--- src/rtl/mips_loader_pkg.sv ---
// Shared types and constants for the MIPS memory loader.
package mips_loader_pkg;

  localparam int unsigned ADDR_W_DEFAULT = 10;
  localparam logic [7:0]  SYNC_DEFAULT   = 8'hA5;

  localparam logic [7:0] TGT_INSTR = 8'h00;
  localparam logic [7:0] TGT_DATA  = 8'h01;
  localparam logic [7:0] TGT_GO    = 8'hFF;

  typedef enum logic [3:0] {
    ST_IDLE,
    ST_TGT,
    ST_ADDR_HI,
    ST_ADDR_LO,
    ST_LEN_HI,
    ST_LEN_LO,
    ST_DATA,
    ST_CSUM,
    ST_RUN
  } ld_state_e;

endpackage

--- src/rtl/loader_word_assembler.sv ---
// Byte-to-word shifter, byte counter and running XOR checksum for one frame.
module loader_word_assembler (
  input  logic        clk,
  input  logic        rst,
  input  logic        clr,
  input  logic        byte_en,
  input  logic        csum_en,
  input  logic [7:0]  in_data,
  output logic [31:0] word_c,
  output logic        word_done_c,
  output logic [7:0]  csum_q
);

  logic [23:0] shift_q, shift_d;
  logic [1:0]  cnt_q, cnt_d;
  logic [7:0]  csum_d;

  // The completed word includes the byte being accepted this cycle.
  assign word_c      = {shift_q, in_data};
  assign word_done_c = byte_en && (cnt_q == 2'd3);

  // Next-state for shifter, counter and checksum.
  always_comb begin
    shift_d = shift_q;
    cnt_d   = cnt_q;
    csum_d  = csum_q;
    if (clr) begin
      shift_d = '0;
      cnt_d   = '0;
      csum_d  = '0;
    end else begin
      if (byte_en) begin
        shift_d = {shift_q[15:0], in_data};
        cnt_d   = cnt_q + 2'd1;
      end
      if (csum_en) begin
        csum_d = csum_q ^ in_data;
      end
    end
  end

  // Registers with synchronous reset.
  always_ff @(posedge clk) begin
    if (rst) begin
      shift_q <= '0;
      cnt_q   <= '0;
      csum_q  <= '0;
    end else begin
      shift_q <= shift_d;
      cnt_q   <= cnt_d;
      csum_q  <= csum_d;
    end
  end

endmodule

--- src/rtl/mips_mem_loader.sv ---
// Frame-based loader for InstrMem/DataMem that releases the CPU reset on GO.
module mips_mem_loader
  import mips_loader_pkg::*;
#(
  parameter int unsigned ADDR_W = ADDR_W_DEFAULT,
  parameter logic [7:0]  SYNC   = SYNC_DEFAULT
) (
  input  logic              clk,
  input  logic              rst,
  input  logic [7:0]        in_data,
  input  logic              in_valid,
  output logic              in_ready,
  output logic              imem_we,
  output logic              dmem_we,
  output logic [ADDR_W-1:0] mem_addr,
  output logic [31:0]       mem_wdata,
  output logic              cpu_rstb,
  output logic              busy,
  output logic              err_csum,
  output logic              err_tgt
);

  ld_state_e         state_q, state_d;
  logic              in_ready_q, in_ready_d;
  logic              imem_we_q, imem_we_d;
  logic              dmem_we_q, dmem_we_d;
  logic [ADDR_W-1:0] mem_addr_q, mem_addr_d;
  logic [31:0]       mem_wdata_q, mem_wdata_d;
  logic              cpu_rstb_q, cpu_rstb_d;
  logic              busy_q, busy_d;
  logic              err_csum_q, err_csum_d;
  logic              err_tgt_q, err_tgt_d;
  logic [ADDR_W-1:0] addr_q, addr_d;
  logic [15:0]       len_q, len_d;
  logic [7:0]        hi_byte_q, hi_byte_d;
  logic              tgt_data_q, tgt_data_d;

  logic        accept;
  logic        asm_clr, asm_byte_en, asm_csum_en;
  logic [31:0] asm_word;
  logic        asm_word_done;
  logic [7:0]  asm_csum;

  assign accept = in_valid && in_ready_q;

  loader_word_assembler u_asm (
    .clk         (clk),
    .rst         (rst),
    .clr         (asm_clr),
    .byte_en     (asm_byte_en),
    .csum_en     (asm_csum_en),
    .in_data     (in_data),
    .word_c      (asm_word),
    .word_done_c (asm_word_done),
    .csum_q      (asm_csum)
  );

  // Frame parser: next state, write strobes and flag updates on accepted bytes.
  always_comb begin
    state_d     = state_q;
    imem_we_d   = 1'b0;
    dmem_we_d   = 1'b0;
    mem_addr_d  = mem_addr_q;
    mem_wdata_d = mem_wdata_q;
    err_csum_d  = err_csum_q;
    err_tgt_d   = err_tgt_q;
    addr_d      = addr_q;
    len_d       = len_q;
    hi_byte_d   = hi_byte_q;
    tgt_data_d  = tgt_data_q;
    asm_clr     = 1'b0;
    asm_byte_en = 1'b0;
    asm_csum_en = 1'b0;

    if (accept) begin
      case (state_q)
        ST_IDLE: begin
          if (in_data == SYNC) begin
            state_d = ST_TGT;
            asm_clr = 1'b1;
          end
        end
        ST_TGT: begin
          if (in_data == TGT_GO) begin
            state_d = ST_RUN;
          end else if (in_data == TGT_INSTR || in_data == TGT_DATA) begin
            tgt_data_d = (in_data == TGT_DATA);
            state_d    = ST_ADDR_HI;
          end else begin
            err_tgt_d = 1'b1;
            state_d   = ST_IDLE;
          end
        end
        ST_ADDR_HI: begin
          hi_byte_d   = in_data;
          asm_csum_en = 1'b1;
          state_d     = ST_ADDR_LO;
        end
        ST_ADDR_LO: begin
          addr_d      = ADDR_W'({hi_byte_q, in_data});
          asm_csum_en = 1'b1;
          state_d     = ST_LEN_HI;
        end
        ST_LEN_HI: begin
          hi_byte_d   = in_data;
          asm_csum_en = 1'b1;
          state_d     = ST_LEN_LO;
        end
        ST_LEN_LO: begin
          len_d       = {hi_byte_q, in_data};
          asm_csum_en = 1'b1;
          state_d     = ({hi_byte_q, in_data} == 16'd0) ? ST_CSUM : ST_DATA;
        end
        ST_DATA: begin
          asm_byte_en = 1'b1;
          asm_csum_en = 1'b1;
          if (asm_word_done) begin
            mem_wdata_d = asm_word;
            mem_addr_d  = addr_q;
            imem_we_d   = !tgt_data_q;
            dmem_we_d   = tgt_data_q;
            addr_d      = addr_q + ADDR_W'(1);
            len_d       = len_q - 16'd1;
            if (len_q == 16'd1) begin
              state_d = ST_CSUM;
            end
          end
        end
        ST_CSUM: begin
          if (in_data != asm_csum) begin
            err_csum_d = 1'b1;
          end
          state_d = ST_IDLE;
        end
        default: state_d = state_q;
      endcase
    end

    in_ready_d = (state_d != ST_RUN);
    cpu_rstb_d = (state_d == ST_RUN);
    busy_d     = (state_d != ST_IDLE) && (state_d != ST_RUN);
  end

  // State and output registers with synchronous reset.
  always_ff @(posedge clk) begin
    if (rst) begin
      state_q     <= ST_IDLE;
      in_ready_q  <= 1'b1;
      imem_we_q   <= 1'b0;
      dmem_we_q   <= 1'b0;
      mem_addr_q  <= '0;
      mem_wdata_q <= '0;
      cpu_rstb_q  <= 1'b0;
      busy_q      <= 1'b0;
      err_csum_q  <= 1'b0;
      err_tgt_q   <= 1'b0;
      addr_q      <= '0;
      len_q       <= '0;
      hi_byte_q   <= '0;
      tgt_data_q  <= 1'b0;
    end else begin
      state_q     <= state_d;
      in_ready_q  <= in_ready_d;
      imem_we_q   <= imem_we_d;
      dmem_we_q   <= dmem_we_d;
      mem_addr_q  <= mem_addr_d;
      mem_wdata_q <= mem_wdata_d;
      cpu_rstb_q  <= cpu_rstb_d;
      busy_q      <= busy_d;
      err_csum_q  <= err_csum_d;
      err_tgt_q   <= err_tgt_d;
      addr_q      <= addr_d;
      len_q       <= len_d;
      hi_byte_q   <= hi_byte_d;
      tgt_data_q  <= tgt_data_d;
    end
  end

  assign in_ready  = in_ready_q;
  assign imem_we   = imem_we_q;
  assign dmem_we   = dmem_we_q;
  assign mem_addr  = mem_addr_q;
  assign mem_wdata = mem_wdata_q;
  assign cpu_rstb  = cpu_rstb_q;
  assign busy      = busy_q;
  assign err_csum  = err_csum_q;
  assign err_tgt   = err_tgt_q;

endmodule
--- config.mk ---
export PLATFORM = sky130hd
export DESIGN_NAME = mips_mem_loader
export DESIGN_NICKNAME = d
export VERILOG_FILES = /design/src/rtl/mips_loader_pkg.sv /design/src/rtl/loader_word_assembler.sv /design/src/rtl/mips_mem_loader.sv
export SDC_FILE = /design/constraint.sdc
export NUM_CORES = 1
export LEC_CHECK = 0
export CAP_MARGIN = 20
export CORE_AREA = 2 2 144 146
export CTS_CLUSTER_DIAMETER = 80
export DETAILED_ROUTE_END_ITERATION = 7
export DIE_AREA = 0 0 146 148
export GPL_ROUTABILITY_DRIVEN = 0
export REMOVE_ABC_BUFFERS = 1
export SLEW_MARGIN = 20
export SYNTH_ARGS = -nofsm -noshare
export SYNTH_HDL_FRONTEND = slang
export SYNTH_HIERARCHICAL = 1
export SYNTH_SLANG_ARGS = --single-unit
--- constraint.sdc ---
create_clock -name clk -period 3.4 [get_ports clk]
set_input_delay 0.51 -clock clk [delete_from_list [all_inputs] [get_ports clk]]
set_output_delay 0.51 -clock clk [all_outputs]
set_load 0.01 [all_outputs]
==> Word-level counts from Yosys, hierarchy flattened <==
Index checks and enable logic that the tools add are counted.
{ "word_totals": {"ff_bits": 122, "wordCells": 83} }
{ "classes": {"bitwise": 6, "n_reduce_logical": 22, "add_sub_neg": 3, "muxes": 19, "eq_ne": 16} }
{ "op_table": {"columns": ["cell", "count"], "rows": [
  ["case mux 16 bit (2 select lines)", 1],
  ["case mux 4 bit (8 select lines)", 1],
  ["two-way mux 4 bit", 5],
  ["case mux 10 bit (2 select lines)", 1],
  ["== test 16 x 1 -> 1 bit (second input constant)", 1],
  ["== test 4 x 3 -> 1 bit (second input constant)", 4],
  ["== test 8 bit (second input constant)", 2],
  ["zero test 16 bit", 1],
  ["two-way mux 16 bit", 1],
  ["subtractor 16 x 1 -> 16 bit (second input constant)", 1],
  ["AND reduction 3 bit", 4],
  ["adder 10 x 1 -> 10 bit (second input constant)", 1],
  ["two-way mux 10 bit", 1],
  ["== test 4 x 2 -> 1 bit (second input constant)", 2],
  ["== test 8 x 1 -> 1 bit (second input constant)", 1],
  ["zero test 8 bit", 1],
  ["two-way mux 1 bit", 8],
  ["!= test 8 bit", 1],
  ["AND reduction 4 bit", 2],
  ["bitwise XOR 8 bit", 1],
  ["inverter 1 bit", 5],
  ["OR reduction 5 bit", 1],
  ["== test 4 x 1 -> 1 bit (second input constant)", 1],
  ["== test 4 bit (second input constant)", 1],
  ["other kinds (14)", 18]
]} }

==> Depth between registers and ports, before layout <==
Gate-level depths: netlist of the first run.
{ "depth": {"ltp_word": 9, "ltp_mapped": 11, "depth_no_buf": 7} }

==> Hierarchy <==
Netlist of the first run, hierarchy kept.
{ "by_module_without_submodules": {"columns": ["module", "n_inst", "cells_each", "area_each_um2"], "rows": [
  ["mips_mem_loader", 1, 510, 4100.2],
  ["loader_word_assembler", 1, 130, 1443.9]
]} }

==> Least setup slack after synthesis of the first run <==
Ideal clock, no wire load.
{ "synth_timing": {"path_type": "input-to-reg", "start": "input in_valid", "end": "register len_q[15]", "t_arrival_ns": 2.493, "setup_ns": 0.077, "stages": 10, "path_slack_ns": 0.831, "t_required_ns": 3.323, "path_buffers": 3, "cell_sequence": "nand4b_4 -> nor3b_1 -> buf_6 -> buf_6 -> and2_1 -> nand3b_1 -> or2_1 -> buf_6 -> or4_1 -> a41oi_2"} }
{ "synth_via": {"elab_chain_cells": 5} }
{ "synth_lines": {"columns": ["item", "line_no", "source"], "rows": [
  ["start: declaration", "mips_mem_loader.sv:11", "input logic in_valid,"],
  ["logical AND 1 bit", "mips_mem_loader.sv:44", "assign accept = in_valid && in_ready_q;"],
  ["two-way mux 1 bit", "mips_mem_loader.sv:75", "if (accept) begin"],
  ["named net asm_byte_en", "mips_mem_loader.sv:39", "logic asm_clr, asm_byte_en, asm_csum_en;"],
  ["logical AND 1 bit", "loader_word_assembler.sv:20", "assign word_done_c = byte_en && (cnt_q == 2'd3);"],
  ["named net asm_word_done", "mips_mem_loader.sv:41", "logic asm_word_done;"],
  ["!= test 2 bit (no source line)", null, null],
  ["AND reduction 3 bit (no source line)", null, null],
  ["end signal: assignment", "mips_mem_loader.sv:173", "len_q <= len_d;"],
  ["end: declaration", "mips_mem_loader.sv:34", "logic [15:0] len_q, len_d;"]
]} }
The timed path passes the listed nets, and every way through them passes these cells.
A chain may end at the register's enable or synchronous reset.

==> Worst setup path in the final report of the first run <==
{ "layout_timing": {"start": "register state_q[2]", "end": "register len_q[15]"} }
{ "layout_via": {"elab_chain_cells": 6, "word_cells_on_any_way": 9, "cone_classes": "eq/ne (3); mux (3); reduce/logical (3)"} }
{ "layout_lines": {"columns": ["item", "line_no", "source"], "rows": [
  ["start: declaration", "mips_mem_loader.sv:23", "ld_state_e state_q, state_d;"],
  ["start signal: assignment", "mips_mem_loader.sv:162", "state_q <= state_d;"],
  ["== test 4 x 3 -> 1 bit", "mips_mem_loader.sv:76", "case (state_q)"],
  ["two-way mux 1 bit", "mips_mem_loader.sv:76", null],
  ["two-way mux 1 bit", "mips_mem_loader.sv:75", null],
  ["named net asm_byte_en", "mips_mem_loader.sv:39", null],
  ["logical AND 1 bit", "loader_word_assembler.sv:20", null],
  ["named net asm_word_done", "mips_mem_loader.sv:41", null],
  ["!= test 2 bit (no source line)", null, null],
  ["AND reduction 3 bit (no source line)", null, null]
]} }
The timed path passes the listed nets, and every way through them passes these cells.

==> load_flow_metrics.sql, run 1 <==
INSERT INTO impl_metrics (metric_group, metric, value, unit) VALUES
('run_status', 'result_of_the_run', 'completed', ''),
('die', 'die_width', '146', 'µm'),
('worst_setup_path', 'crit_arrival', '3010', 'ps'),
('cts', 'cts_buffer_depth', '2', ''),
('worst_setup_path', 'worstSetupStartpointType', 'flip-flop', ''),
('yosys', 'ys_warn_count', '6', ''),
('sta', 'final.setup_skew', '6.51', 'ps'),
('yosys', 'synth_edf_count', '0', ''),
('routing', 'detail_route.wl_per_cell', '14.5', 'µm'),
('routing', 'total_number_of_vias', '4603', ''),
('yosys', 'synth_seq_area_share', '0.441', ''),
('global_routing', 'global_route_wire_length_before_repair', '22800', 'µm'),
('routing', 'wirelength', '14000', 'µm'),
('power_and_ir_drop', 'max-vdd-ir-drop', '0.282', 'mV'),
('routing', 'drc', '0', ''),
('job', 'maxCapViolations', '0', ''),
('sta', 'setup_repair_after_global_routing_missed_its_margin', 'false', ''),
('worst_setup_path', 'cp.required', '3730', 'ps'),
('cts', 'cts_inserted_buffers', '17', ''),
('cts', 'clk_root_buffer_cell', 'clkbuf_16', ''),
('routing', 'met1_length', '6610', 'µm'),
('placed_design', 'io_buffer_count', '59', ''),
('yosys', 'synth.cell_area', '5540', 'µm²'),
('global_routing', 'grt_overflow', '0', ''),
('die', 'die_height', '148', 'µm'),
('routing', 'drt_first_iter_violations', '314', ''),
('yosys', 'synth_area_per_cell', '8.66', 'µm²'),
('global_routing', 'antenna_found_initial', '0', ''),
('cts', 'clk-insertion-delay-late', '410', 'ps'),
('sta', 'layout_worst_path_cycle_share', '0.788', ''),
('power_and_ir_drop', 'power_frac_clock', '0.555', ''),
('placed_design', 'dpl.cell_count', '933', ''),
('worst_setup_path', 'worstReg2RegStart', 'state_q[2]', ''),
('global_routing', 'number_of_global_route_vias_before_repair', '4448', ''),
('worst_hold_path', 'min_path_type', 'reg2reg', ''),
('sta', 'slew_headroom', '0.370', ''),
('routing', 'dr_wl_met3', '585', 'µm'),
('final_layout', 'layout.cells.non_filler', '963', ''),
('worst_setup_path', 'worst_setup_path_startpoint', 'state_q[2]', ''),
('worst_setup_path', 'crit_path_end_kind', 'flip-flop', ''),
('power_and_ir_drop', 'sequential_power_share', '0.418', ''),
('cts', 'path_clk_slew', '50', 'ps'),
('yosys', 'synthArstFlopShare', '0', ''),
('cts', 'cts_setup_buffers', '0', ''),
('cts', 'post_cts_resize_count', '0', ''),
('global_routing', 'largest_net_degree_at_the_start_of_global_routing', '51', ''),
('die', 'standard_cell_core_area', '20000', 'µm²'),
('yosys', 'post_synth_inst_count', '640', ''),
('power_and_ir_drop', 'power.share.switching', '0.200', ''),
('die', 'ios', '60', ''),
('routing', 'post_dr_vias_cell', '4.78', ''),
('cts', 'clock_tree.htree_level_count', '4', ''),
('routing', 'detail_route.first_pass.iterations', '4', ''),
('yosys', 'yosys.cell_types.count', '64', ''),
('sta', 'post-route-min-period', '2680', 'ps'),
('sta', 'setup_viol_count_final', '0', ''),
('sta', 'slew_viol_final', '0', ''),
('yosys', 'ys.flop_type', 'dfxtp_1', ''),
('final_layout', 'drive_gt1_frac', '0.114', ''),
('placed_design', 'dpl.hpwl', '8990', 'µm'),
('cts', 'postCtsHoldBufs', '0', ''),
('cts', 'tritoncts', 'done', ''),
('final_layout', 'antenna_cells_inserted', '0', ''),
('die', 'die_area', '21600', 'µm²'),
('worst_setup_path', 'worstSetupPathType', 'reg2reg', ''),
('sta', 'timing_hold_violations_final', '0', ''),
('final_layout', 'area.growth.synth_to_final', '25.6', '%'),
('worst_setup_path', 'critPathMaxFanout', '15', ''),
('power_and_ir_drop', 'portion_of_total_power_attributed_to_combinational_logic', '0.027', ''),
('die', 'rows', '52', ''),
('power_and_ir_drop', 'power.static_leakage', '2.27', 'nW'),
('routing', 'detailroute.wirelength.met2', '6630', 'µm'),
('final_layout', 'finalNetCount', '697', ''),
('global_routing', 'grtUsageTotal', '0.131', ''),
('yosys', 'postSynthRegisterBits', '122', ''),
('sta', 'tns', '0', 'ps'),
('power_and_ir_drop', 'power-per-cell-area', '493', 'nW/µm²'),
('routing', 'top_layer_used', 'met4', ''),
('sta', 'highest_clock_rate', '373', 'MHz'),
('die', 'initial_core_util', '0.277', ''),
('sta', 'worst_tran_pin_value', '944', 'ps'),
('routing', 'antenna_violating_nets_post_route', '0', ''),
('power_and_ir_drop', 'cell_internal_pwr', '2.75', 'mW'),
('worst_hold_path', 'worstHoldStart', 'tgt_data_q', ''),
('cts', 'clock-sinks', '122', ''),
('power_and_ir_drop', 'p_sw', '0.688', 'mW');
[flip-flops by register name, summed over array words and instances, names as in the netlist]
register / count
busy: 1
u_asm/cnt_q: 2
err_tgt: 1
u_asm/csum_q: 8
mem_addr: 10
cpu_rstb: 1
err_csum: 1
u_asm/shift_q: 24
addr_q: 10
imem_we: 1
tgt_data_q: 1
len_q: 16
hi_byte_q: 8
in_ready: 1
state_q: 4
mem_wdata: 32
dmem_we: 1
[kinds of logic (layout without fill, tap and decap cells)]
family	Yosys count	count (layout)	share of synthesized area
compound gates	154	154	0.171
xor+xnor	11	11	0.0174
fa+ha+maj	4	4	0.00903
buf+inv	62	115	0.0636
flops	122	122	0.441
mux	33	33	0.0596
simple gates	254	254	0.239
[cell usage in the layout, fill, tap and decap left out, drive strengths merged, types with 6 or more instances in the layout]
cell / count
clkdlybuf4s50: 58
mux2i: 33
and3: 10
a21oi: 82
nor2: 53
nand3: 9
nor3: 12
clkbuf: 25
and4: 6
o21ai: 24
nor4: 6
o32ai: 6
dfxtp: 122
nand4: 9
buf: 17
nand3b: 10
nand2: 98
xnor2: 10
a21bo: 8
inv: 10
nor3b: 6
and2: 7
[cells in the mapped netlist, types with 3 or more instances]
cell type | instances | share of area
and2_1 | 6 | 0.0068
nor4_1 | 4 | 0.0045
dfxtp_1 | 122 | 0.44
nand4_1 | 9 | 0.010
nor3_1 | 11 | 0.0099
o32ai_1 | 6 | 0.0095
buf_4 | 8 | 0.011
a21bo_2 | 8 | 0.014
and3_1 | 10 | 0.011
o21ai_0 | 24 | 0.022
a21o_1 | 4 | 0.0054
nor2_2 | 6 | 0.0068
mux2i_1 | 33 | 0.060
a21oi_2 | 4 | 0.0063
buf_2 | 5 | 0.0045
or4_1 | 3 | 0.0041
clkbuf_1 | 30 | 0.020
buf_6 | 6 | 0.012
a21boi_0 | 3 | 0.0041
nand2b_1 | 4 | 0.0045
nor2b_1 | 3 | 0.0034
xnor2_1 | 10 | 0.016
ha_1 | 4 | 0.0090
nand3_1 | 9 | 0.0081
o22ai_1 | 3 | 0.0034
nand3b_1 | 10 | 0.014
and4_1 | 6 | 0.0095
nand2_1 | 98 | 0.066
nand4b_1 | 4 | 0.0063
a41oi_1 | 3 | 0.0047
nor3b_1 | 6 | 0.0081
nor2_1 | 47 | 0.032
inv_1 | 10 | 0.0068
or2_2 | 3 | 0.0034
o211ai_1 | 4 | 0.0054
a31oi_1 | 4 | 0.0045
a21oi_1 | 78 | 0.070
[through the flow]
step	power (mW)	setup WS (ps)	instance area (µm²)	hold WS (ps)	utilization
after floorplan	1.49	-2340	5230	398	-
after detailed placement	1.56	408	6320	419	0.316
after global routing	3.54	604	6960	461	0.347
after global placement	1.56	468	6320	413	0.316
final	3.43	720	6960	423	0.347
after CTS	3.47	731	6960	426	0.347
[worst max-delay path: stages, from the launching register on]
cell      delay (ps)
dfxtp_1          680
nand4b_4         260
nor3b_2          250
and2_1           170
nand3b_1         200
or2_2            370
or4_1            520
a41oi_2          140
[worst paths after layout]
path | depth (start not counted) | slack (ps) | endpoint
min | 1 | 420 | imem_we
max | 7 | 720 | len_q[15]
min reg2reg | 1 | 420 | imem_we
max reg2reg | 7 | 720 | len_q[15]
[per-layer routing]
metal	vias up	global-route usage
met5	-	0
met1	2160	0.164
met4	0	0.0379
met3	15	0.0358
met2	96	0.220
li1	2332	-
[power groups by stage]
stage | sequential, mW | combinational (mW) | clock [mW]
finish | 1.44 | 0.0926 | 1.91
global route | 1.44 | 0.101 | 2.01
CTS | 1.44 | 0.0933 | 1.94
detailed placement | 1.47 | 0.0929 | 0
global placement | 1.47 | 0.0930 | 0
floorplan | 1.47 | 0.0257 | 0
[area by class of cell]
| cell class | instances | area (µm²) |
|---|---|---|
| Clock buffer | 25 | 526 |
| Sequential cell | 122 | 2440 |
| Tap cell | 270 | 338 |
| Multi-Input combinational cell | 456 | 2780 |
| Inverter | 10 | 37.5 |
| Timing Repair Buffer | 75 | 731 |
| Clock inverter | 5 | 106 |
| Fill cell | 2149 | 13100 |
(Power assumes the default switching activity.)
==> run 2, diff against run 1 <==
- clock period: 3.4 -> 2.2 ns (I/O delays scaled with it)
==> run 2 against run 1 <==
Compared with the run above: utilization is 1.0 points higher; critical endpoint unchanged; global-route usage is 0.52 points higher; clock-buffer cell count is 3 lower; largest power group unchanged; non-clock buffer count is 30 higher; sequential power is 54% higher; clock skew is 4.1 ps higher; register-to-register slack worse by 560 ps; final cell count is 3.1% higher; worst setup slack worse by 560 ps; routed wire length is 3.2% higher; design area is 2.9% higher.
==> load_flow_metrics.sql, run 2 (synthesized netlist as in run 1, its figures left out) <==
INSERT INTO impl_metrics (metric_group, metric, value, unit) VALUES
('run_status', 'result_of_the_run', 'completed', ''),
('global_routing', 'grtUsageTotal', '0.136', ''),
('sta', 'slew_viol_final', '0', ''),
('placed_design', 'post-place-ws', '-378', 'ps'),
('worst_hold_path', 'min_to', 'state_q[2]', ''),
('power_and_ir_drop', 'finalPower', '5.08', 'mW'),
('power_and_ir_drop', 'cell_internal_pwr', '4.01', 'mW'),
('cts', 'clk-insertion-delay-late', '420', 'ps'),
('worst_setup_path', 'worstReg2RegStart', 'in_ready', ''),
('worst_setup_path', 'worstRegToRegCells', '7', ''),
('worst_setup_path', 'r2r_setup_slack', '160', 'ps'),
('cts', 'cts_buffer_depth', '2', ''),
('routing', 'drc', '0', ''),
('worst_hold_path', 'worst_hold_path.num_cells', '2', ''),
('worst_setup_path', 'critPathMaxFanout', '5', ''),
('routing', 'wirelength', '14400', 'µm'),
('power_and_ir_drop', 'power-per-cell-area', '709', 'nW/µm²'),
('sta', 'timing_hold_violations_final', '0', ''),
('die', 'ios', '60', ''),
('worst_hold_path', 'worstHoldStart', 'rst', ''),
('placed_design', 'placed_cell_area', '6590', 'µm²'),
('routing', 'antenna_violating_nets_post_route', '0', ''),
('final_layout', 'antenna_cells_inserted', '0', ''),
('final_layout', 'finalNetCount', '727', ''),
('routing', 'drt_first_iter_violations', '306', ''),
('die', 'rows', '52', ''),
('cts', 'clock-sinks', '122', ''),
('cts', 'cts_inserted_buffers', '17', ''),
('worst_setup_path', 'worstSetupStartpointType', 'flip-flop', ''),
('die', 'die_area', '21600', 'µm²'),
('global_routing', 'largest_net_degree_at_the_start_of_global_routing', '47', ''),
('final_layout', 'drive_gt1_frac', '0.149', ''),
('placed_design', 'dpl.hpwl', '9820', 'µm'),
('routing', 'detail_route.wl_per_cell', '14.5', 'µm'),
('routing', 'detail_route.first_pass.iterations', '4', ''),
('sta', 'setup_viol_count_final', '0', ''),
('global_routing', 'number_of_global_route_vias_before_repair', '4503', ''),
('placed_design', 'io_buffer_count', '59', ''),
('power_and_ir_drop', 'power_frac_clock', '0.532', ''),
('final_layout', 'area.growth.synth_to_final', '29.2', '%'),
('sta', 'layout_worst_path_cycle_share', '0.928', ''),
('routing', 'post_dr_vias_cell', '4.80', ''),
('worst_setup_path', 'rr_endpoint', 'len_q[15]', ''),
('sta', 'worst_tran_pin_value', '526', 'ps'),
('sta', 'timing.final.ws_setup', '159', 'ps'),
('cts', 'path_clk_slew', '50', 'ps'),
('routing', 'total_number_of_vias', '4764', ''),
('die', 'standard_cell_core_area', '20000', 'µm²'),
('global_routing', 'grt_overflow', '0', ''),
('worst_setup_path', 'crit_arrival', '2390', 'ps'),
('worst_setup_path', 'worstSetupPathType', 'reg2reg', ''),
('power_and_ir_drop', 'p_sw', '1.07', 'mW'),
('worst_setup_path', 'crit_path_end_kind', 'flip-flop', ''),
('sta', 'highest_clock_rate', '490', 'MHz'),
('worst_setup_path', 'cp.required', '2550', 'ps'),
('final_layout', 'final_common_cell', 'dfxtp_1', ''),
('final_layout', 'fin_area', '7160', 'µm²'),
('power_and_ir_drop', 'power.share.switching', '0.212', ''),
('die', 'die_height', '148', 'µm'),
('global_routing', 'antenna_found_initial', '1', ''),
('sta', 'final.setup_skew', '10.6', 'ps'),
('power_and_ir_drop', 'max-vdd-ir-drop', '0.467', 'mV'),
('cts', 'clk_root_buffer_cell', 'clkbuf_16', ''),
('job', 'maxCapViolations', '0', ''),
('power_and_ir_drop', 'sequential_power_share', '0.436', ''),
('power_and_ir_drop', 'portion_of_total_power_attributed_to_combinational_logic', '0.032', ''),
('sta', 'setup_repair_after_global_routing_missed_its_margin', 'false', ''),
('cts', 'clock_tree.htree_level_count', '4', ''),
('final_layout', 'largest_register_ff_count', '32', ''),
('sta', 'post-route-min-period', '2040', 'ps'),
('die', 'die_width', '146', 'µm'),
('cts', 'tritoncts', 'done', ''),
('global_routing', 'global_route_wire_length_before_repair', '23500', 'µm'),
('power_and_ir_drop', 'power.static_leakage', '2.40', 'nW'),
('die', 'initial_core_util', '0.277', ''),
('final_layout', 'layout_common_cells', 'dfxtp_1 (121), nand2_1 (98), a21oi_1 (78)', ''),
('sta', 'slew_headroom', '0.649', ''),
('sta', 'hold_slack', '262', 'ps'),
('worst_hold_path', 'min_path_type', 'in2reg', '');
==> run 2: changes by cell type in the layout (fill, tap and decap cells not counted), moves of 4 or more <==
| cell | before | now |
|---|---|---|
| buf_12 | 2 | 6 |
| clkinv_2 | 0 | 4 |
| clkbuf_8 | 7 | 3 |
| buf_4 | 14 | 40 |
==> run 2: worst max-delay path by stage <==
stage | startpoint | to | slack (ps) | depth (start not counted)
detailed placement | in_valid | len_q[15] | -380 | 8
finish | in_ready | len_q[15] | 160 | 7
global placement | in_valid | len_q[15] | -300 | 8
global route | in_ready | cpu_rstb | 70 | 7
CTS | in_valid | len_q[15] | 50 | 8
floorplan | state_q[2] | mem_addr[0] | -3540 | 7
==> run 2: worst max-delay path, cell delays in order, from the launching register on <==
cell and delay [ps]:
dfxtp_2 380, nand4b_4 120, nor3b_2 230, and2_1 170
nand3b_1 90, or2_2 320, or4_1 530, a41oi_2 140
==> run 2: area by class of cell <==
class | instances | area (µm²)
clock buffers | 22 | 474
clock inverters | 8 | 95.1
fillers | 2122 | 12900
inverters | 10 | 37.5
multi-input cells | 456 | 2770
flip-flops and latches | 122 | 2440
well taps | 270 | 338
repair buffers | 105 | 1010
==> run 2: metrics by stage <==
stage          setup TNS [ps]  std cells  utilization
2_1_floorplan         -287560        588            -
3_3_place_gp           -11180        963        0.329
3_5_place_dp           -14520        963        0.329
4_1_cts                     0        993        0.357
5_1_grt                     0        993        0.358
6_report                    0        993        0.358
==> run 2: per-layer routing <==
metal / GRT usage / vias up / wire length, µm
met5: 0 / - / 10
met4: 0.0403 / 2 / 176
met3: 0.0386 / 17 / 578
met2: 0.217 / 99 / 6720
met1: 0.179 / 2253 / 6940
li1: - / 2393 / -
==> run 2: repair_timing <==
action,CTS,global route
buffers inserted,0,0
setup endpoints to repair,0,2
hold buffers,0,0
gates resized for setup,0,2
==> run 2: power groups by stage <==
stage                     Combinational [mW]  Sequential (mW)  Clock, mW
final                                  0.165             2.22       2.70
after global routing                   0.177             2.21       2.87
after CTS                              0.165             2.21       2.76
after detailed placement               0.165             2.26          0
after global placement                 0.164             2.26          0
after floorplan                       0.0397             2.27          0
